File: src/rtl/univ_shift_reg.sv
// Universal shift register: hold, parallel load, logical/arithmetic shifts and rotates,
// with a saturating count of valid bits not yet shifted out. State updates on falling clk.
module univ_shift_reg #(
  parameter int                 WIDTH     = 8,
  parameter logic [WIDTH-1:0]   RESET_VAL = {WIDTH{1'b0}}
) (
  input  logic                         clk,
  input  logic                         reset,
  input  logic                         clear_b,
  input  logic                         en,
  input  logic [2:0]                   mode,
  input  logic [WIDTH-1:0]             d,
  input  logic                         sin,
  output logic [WIDTH-1:0]             q,
  output logic                         sout,
  output logic [$clog2(WIDTH+1)-1:0]   cnt,
  output logic                         empty
);

  localparam int CW = $clog2(WIDTH + 1);

  typedef enum logic [2:0] {
    MODE_HOLD = 3'b000,
    MODE_LOAD = 3'b001,
    MODE_SHL  = 3'b010,
    MODE_SHR  = 3'b011,
    MODE_ROL  = 3'b100,
    MODE_ROR  = 3'b101,
    MODE_ASR  = 3'b110,
    MODE_RSVD = 3'b111
  } mode_e;

  logic [WIDTH-1:0] q_q, q_d;
  logic [CW-1:0]    cnt_q, cnt_d;
  logic             sout_q, sout_d;
  logic             shifting;

  always_ff @(negedge clk or posedge reset) begin
    if (reset) begin
      q_q    <= RESET_VAL;
      cnt_q  <= '0;
      sout_q <= 1'b0;
    end else begin
      q_q    <= q_d;
      cnt_q  <= cnt_d;
      sout_q <= sout_d;
    end
  end

  // Synchronous clear beats enable, which beats the mode decode.
  always_comb begin
    q_d      = q_q;
    cnt_d    = cnt_q;
    sout_d   = sout_q;
    shifting = 1'b0;
    if (!clear_b) begin
      q_d    = '0;
      cnt_d  = '0;
      sout_d = 1'b0;
    end else if (en) begin
      case (mode_e'(mode))
        MODE_LOAD: begin
          q_d   = d;
          cnt_d = CW'(WIDTH);
        end
        MODE_SHL: begin
          q_d      = {q_q[WIDTH-2:0], sin};
          sout_d   = q_q[WIDTH-1];
          shifting = 1'b1;
        end
        MODE_SHR: begin
          q_d      = {sin, q_q[WIDTH-1:1]};
          sout_d   = q_q[0];
          shifting = 1'b1;
        end
        MODE_ROL: begin
          q_d      = {q_q[WIDTH-2:0], q_q[WIDTH-1]};
          sout_d   = q_q[WIDTH-1];
          shifting = 1'b1;
        end
        MODE_ROR: begin
          q_d      = {q_q[0], q_q[WIDTH-1:1]};
          sout_d   = q_q[0];
          shifting = 1'b1;
        end
        MODE_ASR: begin
          q_d      = {q_q[WIDTH-1], q_q[WIDTH-1:1]};
          sout_d   = q_q[0];
          shifting = 1'b1;
        end
        default: begin
          q_d = q_q;
        end
      endcase
      // The count saturates at zero while the data path keeps moving.
      if (shifting && (cnt_q != '0)) begin
        cnt_d = cnt_q - CW'(1);
      end
    end
  end

  assign q     = q_q;
  assign cnt   = cnt_q;
  assign sout  = sout_q;
  assign empty = (cnt_q == '0);

endmodule

File: config.mk
export PLATFORM = sky130hd
export DESIGN_NAME = univ_shift_reg
export DESIGN_NICKNAME = d
export VERILOG_FILES = /design/src/rtl/univ_shift_reg.sv
export SDC_FILE = /design/constraint.sdc
export NUM_CORES = 1
export LEC_CHECK = 0
export CAP_MARGIN = 20
export CORE_MARGIN = 2
export CORE_UTILIZATION = 35
export DETAILED_ROUTE_END_ITERATION = 8
export DONT_BUFFER_PORTS = 1
export GPL_ROUTABILITY_DRIVEN = 0
export GPL_TIMING_DRIVEN = 0
export PLACE_DENSITY_LB_ADDON = 0.12
export SYNTH_ARGS = -nofsm -noshare
export SYNTH_HDL_FRONTEND = slang
export SYNTH_SLANG_ARGS = --single-unit
File: constraint.sdc
create_clock -name clk -period 1.71 [get_ports clk]
set_input_delay 0.2565 -clock clk [delete_from_list [all_inputs] [get_ports clk]]
set_output_delay 0.2565 -clock clk [all_outputs]
set_load 0.01 [all_outputs]
==> impl_metrics.yaml <==
global_route:
  antenna_found_initial: 0
  grt_first_pass_wirelength_mm: 5.375
  grt_pass1_vias: 1125
  grt.overflow.total: 0
  grt_start_max_net_pins: 14
  grt_util_all_layers_pct: 20.94
route:
  wl_per_cell_um: 18.29
  vias: 1071
  drt_iter0_markers: 43
  drcViolationCount: 0
  wirelength_mm: 3.237
  drtPass1Iterations: 4
  viasPerCell: 6.051
  ant_nets: 0
layout:
  n_antenna_cell: 0
  final_cell_count_no_fill: 177
  num-fill-cells: 288
  nNetsFinal: 163
  drive_gt1_share_pct: 39.58
  area_delta_synth_final_pct: 40.51
critical_path:
  r2r_slack_ns: -0.04
  critical_path_class: "flop to output pin"
  worstPathRequired_ns: 1.45
  cp.arrival_ns: 2.06
  rr_endpoint: "cnt[0]"
  critPathCaptureType: "output pin"
  reg2reg_from: "cnt[0]"
  cp-start-kind: "flop"
  path_max_fanout: 5
  rr_worst_depth: 7
sta:
  hold_viol: 0
  hold_slack_ns: 0.5021
  rsz0062_at_grt: "yes"
  clock_skew_ns: 0.002937
  maxSlewHeadroom_pct: 63.57
  setup_viol: 25
  report.final.slew_viol_count: 0
  fin_ws_ns: -0.6063
  worst_slew_pin_slew_ns: 0.5459
power_and_ir_drop:
  leakagePower_nw: 0.6307
  power_mw: 1.184
  power_density_mw_per_mm2: 783.9
  vdd_drop_max_mv: 0.4531
floorplan:
  coreArea_mm2: 0.002978
  die_h_um: 59.42
  start_util_pct: 36.09
  fp.dieArea_mm2: 0.003530
  die_x_um: 59.42
  rows: 20
  ios: 30
yosys:
  syn-num-nets: 143
  syn_area_mm2: 0.001075
  postSynthAreaPerCell_um2: 8.598
  syn_inst: 125
  yosysSeqAreaShare_pct: 30.27
  synth_seq_cells: 13
  synthArstFlopShare_pct: 100.0
  yosysUniqueCellTypes: 40
  yosysWarnings: 0
  synth-edff-count: 0
  synth-main-ff-cell: "dfrtn_1"
status:
  violations: "negative setup slack"
  status: "finished, violations left"
clock_network:
  path_clk_slew_ns: 0.06
  clkLatencyLatePin_ns: 0.29
  clock-sinks: 13
  cts_tree: "done"
  clk_path_buf_depth: 2
  cts.htree.levels: 1
  hold_buffers: 0
  cts-root-buf: "clkbuf_4"
  cts-buffers-inserted: 3
min_path:
  hold_depth: 1
  hold_end: "cnt[0]"
  min_from: "cnt[0]"
  min_path_type: "flop to flop"
placed_design:
  post-place-cells: 158
  place_hpwl_mm: 2.110
  post-place-ws_ns: -0.6152
  place.port_buffers: 0
flow_run:
  cap_viol_max_count: 0
final cells by class:
type | instances | area (um^2) | area share, %
Clock buffer | 4 | 26.28 | 1.740
Multi-Input combinational cell | 97 | 765.7 | 50.70
Inverter | 5 | 21.27 | 1.408
Sequential cell | 13 | 325.3 | 21.54
Tap cell | 33 | 41.29 | 2.734
Timing Repair Buffer | 17 | 217.7 | 14.42
Buffer | 8 | 112.6 | 7.456
synth_stat cells (all sizes together), types with 2 or more instances:
cell     number  share of area (%)
o21ai        10                4.7
o21a          2                1.4
buf           7                4.9
o31ai         3                3.8
mux2i         9                8.4
dfrtn        13                 30
nor2b         2                1.2
ha            2                2.3
o22ai         2                1.2
nand2b        3                1.7
o211ai        2                1.4
nand2        27                9.4
o2111ai       8                6.5
nor3b         3                3.1
inv           5                1.7
clkbuf        3                1.2
nand3         5                2.3
nor2          3                1.3
a21oi         4                1.9
cells in the final DEF (no fill, tap or decap), types with 3 or more instances in the layout:
cell type and count:
buf_6 6, clkbuf_4 3, buf_12 5, dfrtn_1 13
nand2b_1 3, nand2_1 24, buf_4 9, mux2i_1 8
a21oi_1 4, nand3_1 4, o21ai_1 7, o2111ai_2 6
routing by layer:
layer | global-route usage, % | part of all wire, % | routed length [um]
met1 | 23.62 | 42 | 1353
met2 | 35.16 | 52 | 1672
met3 | 7.205 | 4.4 | 142
met4 | 9.740 | 2.1 | 68
met5 | 0 | 0 | 0
worst max path at each step:
stage / slack (ns) / start / end
after global routing: -0.70 / cnt[0] / empty
after global placement: -0.56 / clear_b / cnt[1]
after floorplan: -0.35 / mode[2] / q[0]
after detailed placement: -0.62 / clear_b / q[2]
final: -0.61 / cnt[0] / empty
after CTS: -0.61 / cnt[0] / empty
flip-flops by register name (all words and copies together) (netlist names):
signal and flops:
cnt 4, q 8, sout 1
what timing repair did:
item	in CTS	in global routing
pin swaps	12	16
buffers inserted	10	3
endpoints found under the setup margin	27	27
cloned	3	1
resized for setup	27	11
power by group:
group | total, mW | leakage (nW) | internal (mW) | switching (mW)
logic | 0.525 | 0.442 | 0.258 | 0.266
registers | 0.445 | 0.173 | 0.356 | 0.0894
clock network | 0.214 | 0.0150 | 0.0908 | 0.123
total | 1.18 | 0.631 | 0.705 | 0.479
stage by stage:
stage / TNS, ns / cell area, um^2 / util, %
finish: -4.029 / 1510 / 50.71
floorplan: -3.871 / 1131 / -
detailed placement: -6.646 / 1172 / 39.37
global placement: -6.210 / 1172 / 39.37
global route: -5.223 / 1510 / 50.71
CTS: -4.105 / 1430 / 48.03
cells by family (layout without fill, tap and decap cells):
kind of cell	Yosys count	in the layout	share of synthesized area, %
simple gates	49	49	23.17
compound gates	36	36	25.49
mux	9	9	8.382
flops	13	13	30.27
buf+inv	15	34	7.798
fa+ha+maj	2	2	2.328
xor+xnor	1	1	2.561
worst max-delay path, cell delays in order, from the launching register on:
cell and delay, ns:
dfrtn_1 0.54, inv_2 0.08, ha_4 0.17, nand2_4 0.07, inv_4 0.05
Power figures use the tool's default switching activity.
